[config.mk]
export PLATFORM = sky130hd
export DESIGN_NAME = mult_8bit_seq
export DESIGN_NICKNAME = d
export VERILOG_FILES = /design/src/rtl/mult_pkg.sv /design/src/rtl/gen_product.sv /design/src/rtl/mult_8bit_seq.sv
export SDC_FILE = /design/constraint.sdc
export NUM_CORES = 1
export LEC_CHECK = 0
export BUFFER_PORTS_ARGS = -buffer_cell sky130_fd_sc_hd__buf_2
export CAP_MARGIN = 25
export CORE_UTILIZATION = 45
export DETAILED_ROUTE_END_ITERATION = 16
export PLACE_DENSITY_LB_ADDON = 0.1
export SETUP_SLACK_MARGIN = 0.3
export SLEW_MARGIN = 15
export SYNTH_ARGS = -nofsm -noshare
export SYNTH_HDL_FRONTEND = slang
export SYNTH_SLANG_ARGS = --single-unit
[constraint.sdc]
create_clock -name clk -period 3.1 [get_ports clk]
set_clock_uncertainty 0.15 [all_clocks]
set_input_delay 0.31 -clock clk [delete_from_list [all_inputs] [get_ports clk]]
set_output_delay 0.31 -clock clk [all_outputs]
set_load 0.005 [all_outputs]
[src/rtl/mult_pkg.sv]
//==============================================================================
// Module      : mult_pkg
// Description : Shared widths and controller state encodings for the
//               sequential 8x8 shift-add multiplier.
// Revision    : 1.0 - initial release
//==============================================================================
`default_nettype none

package mult_pkg;

  localparam int OP_W   = 8;
  localparam int PROD_W = 16;
  localparam int CNT_W  = 3;

  typedef logic [1:0] state_t;

  localparam state_t IDLE = 2'd0;
  localparam state_t CALC = 2'd1;
  localparam state_t DONE = 2'd2;

endpackage

`default_nettype wire

[src/rtl/gen_product.sv]
//==============================================================================
// Module      : gen_product
// Description : One partial product: multiplicand gated by a multiplier bit,
//               zero-extended to product width and shifted into position.
// Revision    : 1.0 - initial release
//==============================================================================
`default_nettype none

module gen_product
  import mult_pkg::*;
(
  input  logic [OP_W-1:0]   X,
  input  logic              Y_bit,
  input  logic [CNT_W-1:0]  Shift,
  output logic [PROD_W-1:0] PP
);

  logic [PROD_W-1:0] w_ext;

  assign w_ext = {{(PROD_W-OP_W){1'b0}}, X};
  assign PP    = Y_bit ? (w_ext << Shift) : '0;

endmodule

`default_nettype wire

[src/rtl/mult_8bit_seq.sv]
//==============================================================================
// Module      : mult_8bit_seq
// Description : Sequential 8x8 unsigned shift-add multiplier with valid/ready
//               handshakes on operands and product, one multiplier bit/cycle.
// Revision    : 1.0 - initial release
//==============================================================================
`default_nettype none

module mult_8bit_seq
  import mult_pkg::*;
#(
  parameter bit EARLY_EXIT = 1'b0
) (
  input  logic              clk,
  input  logic              rst_n,
  input  logic              in_valid,
  output logic              in_ready,
  input  logic [OP_W-1:0]   X,
  input  logic [OP_W-1:0]   Y,
  output logic              out_valid,
  input  logic              out_ready,
  output logic [PROD_W-1:0] P,
  output logic              busy
);

  localparam logic [CNT_W-1:0] C_LAST_BIT = CNT_W'(OP_W - 1);

  state_t              r_state;
  logic [OP_W-1:0]     r_x;
  logic [OP_W-1:0]     r_y;
  logic [PROD_W-1:0]   r_acc;
  logic [CNT_W-1:0]    r_cnt;

  logic [PROD_W-1:0]   w_pp;
  logic [PROD_W-1:0]   w_acc_next;
  logic [OP_W-1:0]     w_y_shift;
  logic                w_exit;

  gen_product u_gen_product (
    .X     (r_x),
    .Y_bit (r_y[0]),
    .Shift (r_cnt),
    .PP    (w_pp)
  );

  assign in_ready   = (r_state == IDLE);
  assign w_acc_next = r_acc + w_pp;
  assign w_y_shift  = r_y >> 1;
  // Early exit looks at the multiplier after this cycle's shift: nothing left to add.
  assign w_exit     = (r_cnt == C_LAST_BIT) || (EARLY_EXIT && (w_y_shift == '0));

  always_ff @(posedge clk) begin
    if (!rst_n) begin
      r_state   <= IDLE;
      r_x       <= '0;
      r_y       <= '0;
      r_acc     <= '0;
      r_cnt     <= '0;
      P         <= '0;
      out_valid <= 1'b0;
      busy      <= 1'b0;
    end else begin
      case (r_state)
        IDLE: begin
          if (in_valid) begin
            r_x     <= X;
            r_y     <= Y;
            r_acc   <= '0;
            r_cnt   <= '0;
            busy    <= 1'b1;
            r_state <= CALC;
          end
        end
        CALC: begin
          r_acc <= w_acc_next;
          r_y   <= w_y_shift;
          r_cnt <= r_cnt + CNT_W'(1);
          if (w_exit) begin
            P         <= w_acc_next;
            out_valid <= 1'b1;
            r_state   <= DONE;
          end
        end
        DONE: begin
          if (out_ready) begin
            out_valid <= 1'b0;
            busy      <= 1'b0;
            r_state   <= IDLE;
          end
        end
        default: begin
          out_valid <= 1'b0;
          busy      <= 1'b0;
          r_state   <= IDLE;
        end
      endcase
    end
  end

endmodule

`default_nettype wire
==> impl_metrics.env, run 1 <==
export IMPL_status="completed"
export IMPL_required_ns=3.21
export IMPL_ios=39
export IMPL_start_kind="flop"
export IMPL_dieArea_mm2=0.00751
export IMPL_grt_total_usage_pct=23.1
export IMPL_worst_skew_pair_late_latency_ns=0.31
export IMPL_rsz0062_at_grt="yes"
export IMPL_viasPerCell=5.43
export IMPL_min_period_ns=2.93
export IMPL_drive_gt1_share_pct=28.1
export IMPL_max_slew_margin_pct=32.9
export IMPL_netlist_area_leader_share_pct=34.1
export IMPL_ys_seq_area_share_pct=34.1
export IMPL_synth_edf_count=0
export IMPL_core_area_mm2=0.00687
export IMPL_drv_slew=0
export IMPL_hold_viol_final=0
export IMPL_start_util_pct=47.0
export IMPL_syn_area_mm2=0.00323
export IMPL_crit_fanout=5
export IMPL_hold_path_class="in -> reg"
export IMPL_area_delta_synth_final_pct=24.7
export IMPL_final_period_utilization_pct=94.4
export IMPL_async_flop_share_pct=0
export IMPL_end_kind="flop"
export IMPL_die_h_um=86.7
export IMPL_dp_cells=534
export IMPL_clkSlewWorstSetupHoldPaths_ns=0.10
export IMPL_grt_pass1_wl_um=13800
export IMPL_grt_pass1_vias=2854
export IMPL_grt_overflow=0
export IMPL_clock_root_buffer="clkbuf_8"
export IMPL_drcViolationCount=0
export IMPL_synth_most_common_cell="nand2_1"
export IMPL_ir_drop_uv=178
export IMPL_cts_sinks=55
export IMPL_antenna_found_initial=0
export IMPL_crit_family="simple AND/OR/NAND/NOR gates"
export IMPL_finalNetCount=499
export IMPL_antenna_cells=0
export IMPL_p_per_area_mw_per_mm2=334
export IMPL_num_rows=30
export IMPL_port_buffers=38
export IMPL_initialDrtViolationCount=144
export IMPL_max_freq_ghz=0.342
export IMPL_synth_area_leader_cell="dfxtp_1"
export IMPL_worstSetupStartpoint="r_cnt[1]"
export IMPL_synth_warnings=0
export IMPL_setup_viol=0
export IMPL_htreeDepth=2
export IMPL_critPathSlowestCell="or4b_1"
export IMPL_cts_tree="built"
export IMPL_clk_path_buf_depth=2
export IMPL_r2r_start="r_cnt[1]"
export IMPL_synth_ff_type="dfxtp_1"
export IMPL_synthTopCellsByArea="dfxtp_1 (34%), nand2_1 (9.8%), ha_1 (6.6%)"
export IMPL_drt_total_wl_um=8450
export IMPL_die_w_um=86.7
export IMPL_cap_violations=0
export IMPL_synth_ff_latch_count=55
export IMPL_leakage_uw=0.00167
export IMPL_arrival_ns=3.04
export IMPL_critPathBufInv=3
export IMPL_post_dp_hpwl_um=5710
export IMPL_gp_congestion=0.881
export IMPL_grt_max_degree=30
export IMPL_dr_pass1_iters=4
export IMPL_min_delay_start="X[1]"
export IMPL_detail_route_wl_per_cell_um=15.1
export IMPL_path_cells="buf_6, mux2i_2, nand2_1, o21ai_2, buf_4, buf_6, nand2_2, o311a_1, ha_4, nand2_2, o21ai_2, a311oi_2, o31a_1, or4b_1, nand3_1"
export IMPL_stdcell_count=558
export IMPL_tightest_slew_ns=1.01
export IMPL_syn_inst=411
export IMPL_syn_nets=449
export IMPL_synth_cell_types=48
export IMPL_worstSetupPathType="reg -> reg"
export IMPL_antenna_left=0
export IMPL_setup_tns_ns=0
export IMPL_syn_area_per_cell_um2=7.85
export IMPL_fillers=653
export IMPL_synth_commonest_cells="nand2_1 (84), dfxtp_1 (55), nand3_1 (31), o21ai_0 (27), a21boi_0 (25)"
export IMPL_via_count=3030
export IMPL_cts_made_buffers=5
export IMPL_cpPeakStageDelay_ns=0.50
## routing by layer
| metal | routed length, um | global-route usage (%) | vias up |
|---|---|---|---|
| met1 | 4220 | 32.2 | 1432 |
| li1 | - | - | 1541 |
| met4 | 141 | 6.36 | 0 |
| met5 | 0 | 0 | - |
| met3 | 203 | 3.43 | 13 |
| met2 | 3890 | 37.1 | 44 |
## worst reg2reg max path: cells and delay by family, from the launching register on
kind | cells | cell delay [ns]
compound gates | 5 | 0.68
mux | 1 | 0.24
fa+ha+maj | 1 | 0.30
simple gates | 5 | 0.77
flops | 1 | 0.40
buf+inv | 3 | 0.35
## state kept, by name, summed over array words and instances (netlist names)
register and count:
P 16, r_x 8, r_cnt 3, out_valid 1
r_state 2, busy 1, r_acc 16, r_y 8
## what timing repair did
| item | 4_1_cts | 5_1_grt |
|---|---|---|
| pin swaps | 18 | 23 |
| buffers inserted | 14 | 2 |
| endpoints found under the setup margin | 18 | 20 |
| endpoints found under the hold margin | 0 | 0 |
| hold buffers | 0 | 0 |
| gates resized for setup | 25 | 36 |
| gates cloned | 0 | 0 |
## kinds of logic (layout without fill, tap and decap cells)
family / Yosys count / count (layout) / share of synthesized area (%)
buffers and inverters: 34 / 85 / 4.89
multiplexers: 10 / 10 / 3.26
adder cells (fa/ha/maj): 18 / 18 / 7.21
AO/OA/AOI/OAI: 110 / 110 / 23.2
XOR/XNOR: 12 / 12 / 3.26
flip-flops: 55 / 55 / 34.1
AND/OR/NAND/NOR: 172 / 172 / 24.1
## metrics by stage
| stage | hold slack, ns | instance area [um^2] | setup WS (ns) | power, uW | util, % |
|---|---|---|---|---|---|
| 2_1_floorplan | 0.282 | 3270 | 0.247 | 877 | - |
| 5_1_grt | 0.0999 | 4030 | 0.0746 | 1400 | 58.6 |
| 6_report | 0.0938 | 4030 | 0.175 | 1340 | 58.6 |
| 4_1_cts | 0.0900 | 3830 | 0.270 | 1340 | 55.8 |
| 3_3_place_gp | 0.298 | 3560 | 0.0257 | 924 | 51.8 |
| 3_5_place_dp | 0.306 | 3560 | 0.0169 | 926 | 51.8 |
## power breakdown
group,total (uW),internal [uW],switching (uW)
combinational,191,88.0,103
sequential,750,727,22.6
clock,404,159,245
total,1340,974,370
## cell type report
type                       instances  area, um^2  share of cell area (%)
clock buffer                       6        72.6                    1.80
clock inverter                     2        12.5                   0.311
inverter                           7        26.3                   0.653
multi-input combinational        322        2240                    55.6
sequential                        55        1110                    27.5
tap                               96         120                    2.98
timing repair buffer              70         445                    11.1
## placed cells by master, fill, tap and decap left out, types with 4 or more instances in the layout
master,instances
nor2b_1,6
buf_6,4
ha_1,11
buf_4,28
a21oi_1,12
nor2_1,24
a21boi_0,24
o21ai_1,5
o211a_1,9
clkbuf_8,5
dfxtp_1,53
nand2_2,4
inv_1,7
nand2_1,81
and2_1,8
xnor2_2,4
a21oi_2,10
xnor2_1,6
nand3_1,31
o21ai_0,19
buf_2,38
o211ai_1,5
## worst paths after layout
path / endpoint / slack, ns / depth (start not counted)
setup / recovery: P[14] / 0.17 / 15
hold / removal: r_x[1] / 0.09 / 3
setup reg to reg: P[14] / 0.17 / 15
hold reg to reg: P[10] / 0.32 / 2
(Power assumes the default switching activity.)
==> run 2, diff against run 1 <==
- CTS_BUF_LIST: unset -> sky130_fd_sc_hd__clkbuf_4 sky130_fd_sc_hd__clkbuf_8
==> run 2 against run 1 <==
Against the previous run: worst setup slack better by 0.00068 ns; core utilization up 0.055 points; clock power up 2%; wire length about the same; die area unchanged; non-clock buffer count unchanged; sequential power about the same; critical path type unchanged.
==> impl_metrics.env, run 2 (synthesis results as in run 1) <==
export IMPL_worst_skew_pair_late_latency_ns=0.31
export IMPL_status="completed"
export IMPL_setup_tns_ns=0
export IMPL_start_util_pct=47.0
export IMPL_timing_hold_ws_ns=0.0940
export IMPL_antenna_left=0
export IMPL_swShare_pct=27.4
export IMPL_grt_total_usage_pct=23.1
export IMPL_p_per_area_mw_per_mm2=336
export IMPL_holdBufCountCts=0
export IMPL_via_count=3038
export IMPL_area_sequential_mm2=0.00111
export IMPL_max_slew_margin_pct=33.3
export IMPL_antenna_cells=0
export IMPL_die_w_um=86.7
export IMPL_clock_root_buffer="clkbuf_8"
export IMPL_path_cells="buf_6, mux2i_2, nand2_1, o21ai_2, buf_4, buf_6, nand2_2, o311a_1, ha_4, nand2_2, o21ai_2, a311oi_2, o31a_1, or4b_1, nand3_1"
export IMPL_core_area_mm2=0.00687
export IMPL_clkSlewWorstSetupHoldPaths_ns=0.10
export IMPL_gp_congestion=0.881
export IMPL_rsz0062_at_grt="yes"
export IMPL_end_kind="flop"
export IMPL_arrival_ns=3.03
export IMPL_reg2reg_slack_ns=0.18
export IMPL_num_rows=30
export IMPL_cts_made_buffers=5
export IMPL_layout_common_cells="nand2_1 (81), dfxtp_1 (53), buf_2 (38)"
export IMPL_dieArea_mm2=0.00751
export IMPL_met3_usage_pct=3.43
export IMPL_hold_viol_final=0
export IMPL_min_period_ns=2.92
export IMPL_power_frac_clock_pct=30.5
export IMPL_area_delta_synth_final_pct=24.9
export IMPL_clk_path_buf_depth=2
export IMPL_ios=39
export IMPL_htreeDepth=2
export IMPL_comb_power_share_pct=14.1
export IMPL_share_seq_of_total_power_pct=55.4
export IMPL_crit_fanout=5
export IMPL_fillers=653
export IMPL_viasPerCell=5.44
export IMPL_dr_pass1_iters=4
export IMPL_port_buffers=38
export IMPL_multiInputGateArea_mm2=0.00224
export IMPL_hold_path_class="in -> reg"
export IMPL_cts_sinks=55
export IMPL_final_period_utilization_pct=94.3
export IMPL_max_freq_ghz=0.342
export IMPL_p_int_uw=983
export IMPL_worstSetupPathType="reg -> reg"
export IMPL_crit_family="simple AND/OR/NAND/NOR gates"
export IMPL_cap_violations=0
export IMPL_detail_route_wl_per_cell_um=15.2
export IMPL_start_kind="flop"
export IMPL_initialDrtViolationCount=144
export IMPL_drcViolationCount=0
export IMPL_ir_drop_uv=178
export IMPL_grt_overflow=0
export IMPL_grt_busiest_layer="met2"
export IMPL_die_h_um=86.7
export IMPL_layout_commonest_cell="nand2_1"
export IMPL_met2_usage_pct=37.1
export IMPL_finalNetCount=499
export IMPL_drive_gt1_share_pct=28.4
export IMPL_switching_power_uw=370
export IMPL_grt_max_degree=30
export IMPL_drt_total_wl_um=8460
export IMPL_critPathSlowestCell="or4b_1"
export IMPL_grt_pass1_vias=2854
export IMPL_critPathBufInv=3
export IMPL_tightest_slew_ns=1.00
export IMPL_antenna_found_initial=0
export IMPL_drv_slew=0
export IMPL_setup_viol=0
export IMPL_post_dp_hpwl_um=5710
export IMPL_grt_met1_usage_pct=32.2
export IMPL_reg_top3="P (16), r_acc (16)"
export IMPL_required_ns=3.21
export IMPL_grt_pass1_wl_um=13800
export IMPL_cts_tree="built"
export IMPL_leakage_uw=0.00168
export IMPL_cpPeakStageDelay_ns=0.50
==> run 2: area by class of cell <==
class                           instances  share of cell area, %
Tap cell                               96                   2.98
Clock inverter                          2                  0.311
Clock buffer                            6                   1.89
Timing Repair Buffer                   70                   11.1
Multi-Input combinational cell        322                   55.6
Inverter                                7                  0.652
Sequential cell                        55                   27.5
==> run 2: path summary, 6_finish.rpt <==
kind	from	to	cells past startpoint
setup / recovery	r_cnt[1]	P[14]	15
hold / removal	X[1]	r_x[1]	3
setup reg to reg	r_cnt[1]	P[14]	15
hold reg to reg	P[10]	P[10]	2
==> run 2: worst min-delay path: stages <==
cell and delay (ns):
buf_2 0.09, nand2_1 0.04, a21boi_0 0.06
==> run 2: power groups by stage <==
stage / logic [uW] / registers (uW) / clock network, uW
floorplan: 122 / 755 / 0
global placement: 162 / 762 / 0
detailed placement: 163 / 763 / 0
CTS: 179 / 747 / 420
global route: 212 / 753 / 445
finish: 191 / 750 / 413
==> run 2: timing repair <==
action | in CTS | in global routing
buffers inserted | 14 | 2
pin swaps | 18 | 23
setup endpoints to repair | 18 | 20
resized for setup | 25 | 36
gates cloned | 0 | 0
==> run 2: layer usage <==
layer / up-vias / share of wire [%]
met5: - / 0
met2: 51 / 46
met4: 0 / 1.7
met3: 13 / 2.9
met1: 1435 / 50
li1: 1539 / -
==> run 2: through the flow <==
stage / total power (uW) / setup WS (ns) / std cells / utilization [%] / instance area (um^2)
2_1_floorplan: 877 / 0.247 / 411 / - / 3270
3_3_place_gp: 924 / 0.0257 / 534 / 51.8 / 3560
3_5_place_dp: 926 / 0.0169 / 534 / 51.8 / 3560
4_1_cts: 1350 / 0.270 / 556 / 55.9 / 3840
5_1_grt: 1410 / 0.0746 / 558 / 58.7 / 4030
6_report: 1350 / 0.176 / 558 / 58.7 / 4030
